[src/rtl/ddr_maint_responder.sv]
// Maintenance responder: gates R/W traffic and issues PREA->REF / PREA->MRS with tRP/tRFC/tMOD spacing.
// Optional DDR_MAINT_STATS_EN adds saturating ref_count / mrs_count outputs.
module ddr_maint_responder #(
  parameter int MRS_WIDTH = 14,
  parameter int T_RP      = 11,
  parameter int T_RFC     = 208,
  parameter int T_MOD     = 24,
  parameter int CNT_W     = 9
) (
  input  logic                 clock_t,
  input  logic                 reset_n,
  input  logic                 rw_proc,
  input  logic                 rw_busy,
  input  logic                 rw_req_valid,
  output logic                 rw_req_ready,
  output logic                 rw_idle,
  input  logic                 refresh_rdy,
  input  logic                 mrs_update_rdy,
  input  logic [MRS_WIDTH-1:0] mrs_update_cmd,
  output logic                 cmd_valid,
  output logic [1:0]           cmd_code,
  output logic [MRS_WIDTH-1:0] cmd_addr,
  output logic                 maint_busy,
  output logic                 err_proto
`ifdef DDR_MAINT_STATS_EN
  ,
  output logic [15:0]          ref_count,
  output logic [15:0]          mrs_count
`endif
);

  typedef enum logic [2:0] {S_RUN, S_PREA, S_TRP, S_REF, S_TRFC, S_MRS, S_TMOD} state_t;

  state_t               state_q, state_d;
  logic [CNT_W-1:0]     timer_q, timer_d;
  logic                 ref_pend, mrs_pend, ref_clr, mrs_clr;
  logic [MRS_WIDTH-1:0] mrs_q;

  // Timers expire when the decremented value reaches zero, so a load of T-1
  // spaces the issue states exactly T clocks apart.
  logic expire;
  assign expire = (timer_q <= CNT_W'(1));

  assign maint_busy   = (state_q != S_RUN);
  assign rw_req_ready = rw_proc & ~maint_busy & (state_q == S_RUN);

  always_comb begin
    state_d   = state_q;
    timer_d   = timer_q;
    cmd_valid = 1'b0;
    cmd_code  = 2'd0;
    cmd_addr  = '0;
    ref_clr   = 1'b0;
    mrs_clr   = 1'b0;
    case (state_q)
      S_RUN: begin
        // incoming pulses count too, so PREA follows a request by one clock
        if ((ref_pend | mrs_pend | refresh_rdy | mrs_update_rdy) & rw_idle) state_d = S_PREA;
      end
      S_PREA: begin
        cmd_valid = 1'b1;
        cmd_code  = 2'd1;
        timer_d   = CNT_W'(T_RP - 1);
        state_d   = S_TRP;
      end
      S_TRP: begin
        timer_d = timer_q - CNT_W'(1);
        if (expire) state_d = ref_pend ? S_REF : S_MRS;
      end
      S_REF: begin
        cmd_valid = 1'b1;
        cmd_code  = 2'd2;
        ref_clr   = 1'b1;
        timer_d   = CNT_W'(T_RFC - 1);
        state_d   = S_TRFC;
      end
      S_MRS: begin
        cmd_valid = 1'b1;
        cmd_code  = 2'd3;
        cmd_addr  = mrs_q;
        mrs_clr   = 1'b1;
        timer_d   = CNT_W'(T_MOD - 1);
        state_d   = S_TMOD;
      end
      S_TRFC: begin
        timer_d = timer_q - CNT_W'(1);
        if (expire) state_d = mrs_pend ? S_MRS : S_RUN;
      end
      S_TMOD: begin
        timer_d = timer_q - CNT_W'(1);
        if (expire) state_d = ref_pend ? S_REF : S_RUN;
      end
      default: state_d = S_RUN;
    endcase
  end

  always_ff @(posedge clock_t or negedge reset_n) begin
    if (!reset_n) begin
      state_q   <= S_RUN;
      timer_q   <= '0;
      ref_pend  <= 1'b0;
      mrs_pend  <= 1'b0;
      mrs_q     <= '0;
      rw_idle   <= 1'b1;
      err_proto <= 1'b0;
    end else begin
      state_q  <= state_d;
      timer_q  <= timer_d;
      // a new pulse beats a same-cycle clear
      ref_pend <= refresh_rdy | (ref_pend & ~ref_clr);
      mrs_pend <= mrs_update_rdy | (mrs_pend & ~mrs_clr);
      if (mrs_update_rdy) mrs_q <= mrs_update_cmd;
      rw_idle  <= ~rw_proc & ~rw_busy & ~(rw_req_valid & rw_req_ready);
      if ((refresh_rdy & ref_pend & ~ref_clr) | (mrs_update_rdy & mrs_pend & ~mrs_clr) |
          (rw_proc & maint_busy))
        err_proto <= 1'b1;
    end
  end

`ifdef DDR_MAINT_STATS_EN
  always_ff @(posedge clock_t or negedge reset_n) begin
    if (!reset_n) begin
      ref_count <= '0;
      mrs_count <= '0;
    end else begin
      if (state_q == S_REF && ref_count != 16'hFFFF) ref_count <= ref_count + 16'd1;
      if (state_q == S_MRS && mrs_count != 16'hFFFF) mrs_count <= mrs_count + 16'd1;
    end
  end
`endif

endmodule
[config.mk]
export PLATFORM = sky130hd
export DESIGN_NAME = ddr_maint_responder
export DESIGN_NICKNAME = d
export VERILOG_FILES = /design/src/rtl/ddr_maint_responder.sv
export SDC_FILE = /design/constraint.sdc
export NUM_CORES = 1
export LEC_CHECK = 0
export CAP_MARGIN = 20
export CELL_PAD_IN_SITES_DETAIL_PLACEMENT = 0
export CELL_PAD_IN_SITES_GLOBAL_PLACEMENT = 2
export CORE_ASPECT_RATIO = 2
export CORE_MARGIN = 2
export CORE_UTILIZATION = 35
export DETAILED_ROUTE_END_ITERATION = 12
export DONT_BUFFER_PORTS = 1
export GPL_TIMING_DRIVEN = 1
export HOLD_SLACK_MARGIN = 0.06
export PLACE_DENSITY_LB_ADDON = 0.15
export RECOVER_POWER = 50
export SLEW_MARGIN = 20
export SYNTH_ARGS = -nofsm -noshare
export SYNTH_HDL_FRONTEND = slang
export SYNTH_SLANG_ARGS = --single-unit
[constraint.sdc]
create_clock -name clock_t -period 2.5 [get_ports clock_t]
set_clock_uncertainty 0.2 [all_clocks]
set_input_delay 0.5 -clock clock_t [delete_from_list [all_inputs] [get_ports clock_t]]
set_output_delay 0.5 -clock clock_t [all_outputs]
set_load 0.05 [all_outputs]
=== Yosys cells after proc, flatten, opt, wreduce, memory -nomap -nowiden ===
Index checks and enable logic that the tools add are counted.

* Muxes and demuxes: 14
* $lt $le $gt $ge: 1
* $mul: 0
* Divide/modulo/power cells: 0
* $add $sub $neg: 1
* Reductions and logical operators: 6
* Eq/ne operators: 10
* Bitwise operators: 26
* Shift operators: 0

{| class="wikitable"
|+ Operator list
! cell !! number
|-
| one-hot mux 9 bit (4 select lines) || 1
|-
| one-hot mux 3 bit (7 select lines) || 1
|-
| two-way mux 3 bit || 6
|-
| two-way mux 14 bit || 1
|-
| AND 1 bit || 13
|-
| equality test 3 bit, second input constant || 3
|-
| <= comparator 9 x 1 -> 1 bit, second input constant || 1
|-
| subtractor 9 x 1 -> 9 bit, second input constant || 1
|-
| bitwise OR 1 bit || 7
|-
| equality test 3 x 2 -> 1 bit, second input constant || 2
|-
| inequality test 2 bit, second input constant || 3
|-
| NOT 1 bit || 6
|-
| one-hot mux 2 bit (3 select lines) || 1
|-
| OR reduction 3 bit || 2
|-
| AND reduction 4 bit || 1
|-
| nonzero test 4 bit || 1
|-
| equality test 3 x 1 -> 1 bit, second input constant || 1
|-
| zero test 3 bit || 1
|-
| two-way mux 1 bit || 3
|-
| nonzero test 3 bit || 1
|-
| two-way mux 2 bit || 1
|-
| inequality test 2 x 1 -> 1 bit, second input constant || 1
|}

* Memory bits (writable): 0
* Memories: 0
* ROM bits: 0
* Logic and storage cells: 65
* Bits in registers: 30
* Bits in latches: 0

=== Longest topological paths before layout ===
Gate-level depths: netlist of the first run.

* Depth after elaboration: 7
* Depth in mapped cells: 6
* Mapped depth without buffers: 6

=== Worst setup path after synthesis of the first run ===
Ideal clock, no wire load.

* Kind: flip-flop to output port
* From: register state_q[0]
* To: output cmd_addr[10]
* Setup slack: -0.097 ns
* Arrival time: 1.897 ns
* Buffers on the path: 2
* Required time: 1.800 ns
* Cell stages (with the launch flop): 6
* Cells stage by stage: dfrtp_1 clkbuf_1 nand2_1 inv_1 clkbuf_1 and3_1

* Word-level cells in the longest chain between the ends: 2

{| class="wikitable"
|+ Ends and longest elaborated chain
! item !! RTL line !! source
|-
| start, declared || 34 || <nowiki>state_t state_q, state_d;</nowiki>
|-
| start signal, assigned || 107 || <nowiki>state_q <= state_d;</nowiki>
|-
| equality test 3 bit || 55 || <nowiki>case (state_q)</nowiki>
|-
| two-way mux 14 bit || 55 ||
|-
| end, declared || 22 || <nowiki>output logic [MRS_WIDTH-1:0] cmd_addr,</nowiki>
|}

No other way between the ends.

=== Worst setup path in the final report of the first run ===
* From: register state_q[1]
* To: output cmd_addr[10]

The elaborated chain is that of the path after synthesis.

==> results.yml, run 1 <==
clock_tree:
  post_cts_buffers: 0
  htreeDepth: 2
  clk_pin_slew_ps: 70
  insertion_delay_ps: 280
  clock_path_buffers: 2
  cts.sink_count: 30
  tritoncts: "done"
  cts-root-buf: "clkbuf_8"
  cts_made_buffers: 5
timing:
  hold_viol_final: 0
  fin_crit_sh_pct: 93.8
  slew_headroom_pct: 46.8
  rsz0062_at_grt: "false"
  finalSetupViolCount: 0
  tightestPinTransition_ps: 799
  fmax_ghz: 0.426
  hold_slack_ps: 110
  drv_slew: 0
  finalCriticalPeriod_ps: 2350
  tns_ps: 0
power_and_ir_drop:
  peakVddDrop_mv: 0.535
  swShare_pct: 44.2
  p_leak_nw: 0.931
  p_per_area_mw_per_mm2: 1110
  comb_power_share_pct: 49.9
  netSwitchingPower_w: 0.00106
  clkPwrFrac_pct: 17.3
  intPower_w: 0.00133
  power_frac_seq_pct: 32.8
detailed_routing:
  drc: 0
  drtPass1Iterations: 4
  vias_per_cell: 5.65
  postRouteAntennaNets: 0
  routed_wl_um: 4370
  vias: 1379
  drt_iter0_drc: 22
  wl_per_cell_um: 17.9
global_route:
  gr-usage-all-layers_pct: 19.2
  first_global_vias: 1529
  grt-ovfl-total: 0
  grt_max_degree: 31
  grt_pass1_wl_um: 7470
  grt_antenna_before_repair: 0
floorplan:
  io-pin-count: 42
  core_area_mm2: 0.00455
  die_area_mm2: 0.00532
  initial_core_util_pct: 36.3
  dieWidth_um: 52.6
  rows: 35
  die_h_um: 101
finish:
  drive_gt1_share_pct: 28.6
  final_cells: 244
  syn_to_final_growth_pct: 30.2
  final_common_cell: "dfrtp_1"
  fillers: 458
  diodes: 0
  layout_common_cells: "29 x dfrtp_1, 15 x mux2_2, 14 x and3_1, 14 x buf_12"
  finish.utilization_pct: 47.3
  final_nets: 211
min_path:
  hold_class: "in -> reg"
  hold-path-cell-count: 1
  hp-start: "refresh_rdy"
setup_path:
  startpoint_type: "flop"
  worstSetupPathType: "reg -> out"
  startpoint: "state_q[1]$_DFFE_PN0P_"
  end_kind: "output pin"
  slowest_stage: "dfrtp_1"
  cp_max_fo: 16
  r2r_start: "timer_q[4]$_DFFE_PN0P_"
  worst_ep_arrival_time_ps: 1650
  crit_chain: "inv_1 > nand2_1 > clkinvlp_4 > and3_1 > buf_12"
  slowest_delay_ps: 350
  required_ps: 1800
  reg2regPathDepth: 4
synthesis:
  synth_seq_cells: 30
  synth_cell_type_count: 41
  synthFlopType: "dfrtp_1"
  ys_warn_count: 0
  synth_edf_count: 0
  synth_cells: 167
  synth_nets: 190
  synth_area_mm2: 0.00165
  postSynthAreaPerCell_um2: 9.90
  ys_seq_area_share_pct: 45.5
  async_flop_share_pct: 100
place:
  dp_cells: 232
  gp_congestion: 0.720
  dp_hpwl_um: 3170
  port_buffers: 0
run:
  cap_violations: 0
run_status:
  status: "finished, final reports clean"
## sequential cells by signal, summed over array words and instances (netlist names)
name	flops
timer_q	9
mrs_pend	1
mrs_q	14
rw_idle	1
state_q	3
ref_pend	1
err_proto	1
## path summary, 6_finish.rpt
check | endpoint | slack, ps
worst max-delay path | cmd_addr[10] | 150
worst min-delay path | ref_pend$_DFF_PN0_ | 110
worst max register to register | timer_q[8]$_DFFE_PN0P_ | 560
worst min register to register | mrs_q[11]$_DFFE_PN0P_ | 300
max in group asynchronous | mrs_q[3]$_DFFE_PN0P_ | 940
min in group asynchronous | err_proto$_DFFE_PN0P_ | 650
## stage by stage
step | total power [W] | setup WS (ps) | area, um2
after floorplan | 0.00158 | 147 | 1660
after global placement | 0.00193 | 443 | 2020
after detailed placement | 0.00197 | 389 | 2020
after CTS | 0.00242 | 57.8 | 2160
after global routing | 0.00258 | 15.5 | 2150
final | 0.00239 | 154 | 2150
## critical path: cells and delay by family, from the launching register on
| kind | cells | cell delay (ps) |
|---|---|---|
| buffers and inverters | 3 | 530 |
| and+or+nand+nor | 2 | 480 |
| DFF | 1 | 350 |
## synth_stat cells, drive strengths merged, types with 4 or more instances
cell type  number  area [um2]
buf             5        23.8
clkbuf          8        30.0
nand2           7        26.3
nand3           6        30.0
o211ai          4        30.0
inv             6        22.5
dfrtp          29         726
mux2           15         169
o21ai           8        40.0
and3           14        87.6
a21oi           9        45.0
nor3            6        30.0
nor2           10        37.5
## metal layers
metal | track usage (%) | share of wire (%) | up-vias
met3 | 5.60 | 3.8 | 8
met2 | 32.7 | 58 | 37
li1 | - | - | 648
met5 | 0 | 0 | -
met1 | 20.8 | 36 | 686
met4 | 9.86 | 2.4 | 0
## power by group through the flow
| stage | combinational (W) | clock [W] | sequential (W) |
|---|---|---|---|
| after floorplan | 0.000850 | 0 | 0.000735 |
| after global placement | 0.00115 | 0 | 0.000786 |
| after detailed placement | 0.00118 | 0 | 0.000793 |
| after CTS | 0.00120 | 0.000430 | 0.000784 |
| after global routing | 0.00131 | 0.000453 | 0.000812 |
| final | 0.00119 | 0.000414 | 0.000785 |
## cell families after synthesis
kind of cell / after synthesis / synth area share (%)
xor gates and xnor gates: 1 / 0.530
AOI/OAI and AO/OA: 36 / 14.3
DFF: 30 / 45.5
buffers and inverters: 19 / 4.62
and+or+nand+nor: 63 / 22.7
adders and majority gates: 2 / 1.51
muxes: 16 / 10.8
## final cells by class
type / count / area [um2] / share of cell area (%)
Inverter: 6 / 26.3 / 1.22
Clock buffer: 6 / 82.6 / 3.84
Multi-Input combinational cell: 118 / 827 / 38.4
Sequential cell: 30 / 752 / 34.9
Clock inverter: 2 / 12.5 / 0.581
Tap cell: 55 / 68.8 / 3.20
Timing Repair Buffer: 27 / 383 / 17.8
## what timing repair did
action | in CTS | in global routing
gates resized for setup | 0 | 1
hold endpoints to repair | 31 | 0
setup endpoints to repair | 0 | 14
hold buffers | 4 | 0
No activity file was read; power rests on OpenSTA's default activity.
==> run 2: changes to the inputs <==
Settings changed: CTS_BUF_LIST set to sky130_fd_sc_hd__clkbuf_4.
==> results.yml, run 2 (synthesis gave the netlist of run 1 again) <==
timing:
  rsz0062_at_grt: "false"
  fmax_ghz: 0.429
  fin_crit_sh_pct: 93.2
  drv_slew: 0
  tightestPinTransition_ps: 1410
  tns_ps: 0
  finalCriticalPeriod_ps: 2330
  slew_headroom_pct: 6.03
  hold_slack_ps: 108
  hold_viol_final: 0
  finalSetupViolCount: 0
setup_path:
  cp_top_family: "simple AND/OR/NAND/NOR gates"
  end_kind: "output pin"
  slowest_stage: "or3_1"
  crit_top_cell: "buf_4"
  startpoint_type: "flop"
  slowest_delay_ps: 420
  worst_ep_arrival_time_ps: 1630
  crit_buf_inv: 2
  crit_chain: "buf_4 > or3_1 > nor2_2 > buf_4"
  cp_max_fo: 14
  worstSetupPathType: "reg -> out"
  required_ps: 1800
detailed_routing:
  vias_per_cell: 5.63
  routed_wl_um: 4380
  drt_iter0_drc: 13
  postRouteAntennaNets: 0
  vias: 1396
  drtPass1Iterations: 4
  drc: 0
  wl_per_cell_um: 17.7
place:
  post_dp_cell_area_mm2: 0.00202
  dp_hpwl_um: 3170
  gp_congestion: 0.720
  dp_cells: 232
  port_buffers: 0
floorplan:
  dieWidth_um: 52.6
  die_h_um: 101
  io-pin-count: 42
  initial_core_util_pct: 36.3
  rows: 35
  die_area_mm2: 0.00532
  core_area_mm2: 0.00455
global_route:
  grt_pass1_wl_um: 7400
  grt_antenna_before_repair: 0
  first_global_vias: 1524
  gr-usage-all-layers_pct: 18.6
  grt-ovfl-total: 0
  grt_max_degree: 31
finish:
  syn_to_final_growth_pct: 30.4
  final_common_cell: "dfrtp_1"
  drive_gt1_share_pct: 28.5
  final_area_mm2: 0.00216
  multi_input_area_um2: 830
  layout_common_cells: "29 x dfrtp_1, 15 x mux2_2, 14 x and3_1, 14 x buf_12, 10 x buf_4"
  top_regs: "mrs_q x14, timer_q x9, state_q x3"
  top_register: "mrs_q"
  largest_register_ffs: 14
  final_cells: 248
  final_nets: 215
  final-seq-area_um2: 752
  diodes: 0
  fillers: 458
run_status:
  status: "finished, final reports clean"
power_and_ir_drop:
  p_leak_nw: 0.936
  peakVddDrop_mv: 0.526
  p_per_area_mw_per_mm2: 1050
clock_tree:
  cts-root-buf: "clkbuf_4"
  insertion_delay_ps: 330
  htreeDepth: 2
  clock_path_buffers: 2
  cts.sink_count: 30
  clk_pin_slew_ps: 110
  cts_made_buffers: 5
  tritoncts: "done"
min_path:
  hold_class: "in -> reg"
run:
  cap_violations: 0
## run 2: cell types whose count changed in the layout (fill, tap and decap cells not counted), sizes merged
| cell | before | now |
|---|---|---|
| clkbuf | 7 | 5 |
| dlygate4sd3 | 3 | 5 |
| buf | 23 | 24 |
| clkinv | 1 | 2 |
| clkinvlp | 2 | 3 |
| dlymetal6s2s | 0 | 1 |
## run 2: area by class of cell
type / instances / share of cell area [%]
clock buffer: 5 / 1.74
timing repair buffer: 30 / 19.4
clock inverter: 3 / 0.754
multi-input combinational: 118 / 38.5
timing repair inverter: 1 / 0.348
sequential: 30 / 34.9
tap: 55 / 3.19
inverter: 6 / 1.22
## run 2: final timing paths
path                            cells past startpoint                   start                     end  slack [ps]
worst max-delay path                                4  state_q[1]$_DFFE_PN0P_            rw_req_ready         170
worst min-delay path                                1       mrs_update_cmd[8]    mrs_q[8]$_DFFE_PN0P_         110
worst max register to register                      4  timer_q[4]$_DFFE_PN0P_  timer_q[6]$_DFFE_PN0P_         580
worst min register to register                      1   mrs_q[11]$_DFFE_PN0P_   mrs_q[11]$_DFFE_PN0P_         310
max in group asynchronous                           2                 reset_n  timer_q[1]$_DFFE_PN0P_         420
min in group asynchronous                           2                 reset_n   err_proto$_DFFE_PN0P_         840
## run 2: metal layers
layer | up-vias | track usage, % | routed length, um
met5 | - | 0 | 0
met4 | 0 | 8.68 | 111
met3 | 9 | 3.83 | 151
met2 | 40 | 32.9 | 2550
met1 | 693 | 20.4 | 1570
li1 | 654 | - | -
## run 2: timing repair
item,CTS,global route
hold buffers,6,0
setup endpoints to repair,0,14
resized for setup,0,3
buffers inserted,0,1
hold endpoints to repair,33,0
## run 2: power by group
group	leakage, nW	total (W)	internal, W	switching [W]
Combinational	0.563	0.00120	0.000508	0.000693
Clock	0.0286	0.000287	0.000105	0.000183
Sequential	0.344	0.000784	0.000613	0.000170
Total	0.936	0.00227	0.00123	0.00105
## run 2: worst reg2reg max path, stage by stage, from the launching register on
cell     delay (ps)
dfrtp_1         430
or3_1           470
nor2_1          150
mux2_2          340
o221a_2         250
## run 2: through the flow
step	utilization (%)	worst slack [ps]	power, W
2_1_floorplan	-	147	0.00158
3_3_place_gp	44.3	443	0.00193
3_5_place_dp	44.3	389	0.00197
4_1_cts	47.0	7.89	0.00228
5_1_grt	47.3	86.8	0.00245
6_report	47.3	170	0.00227
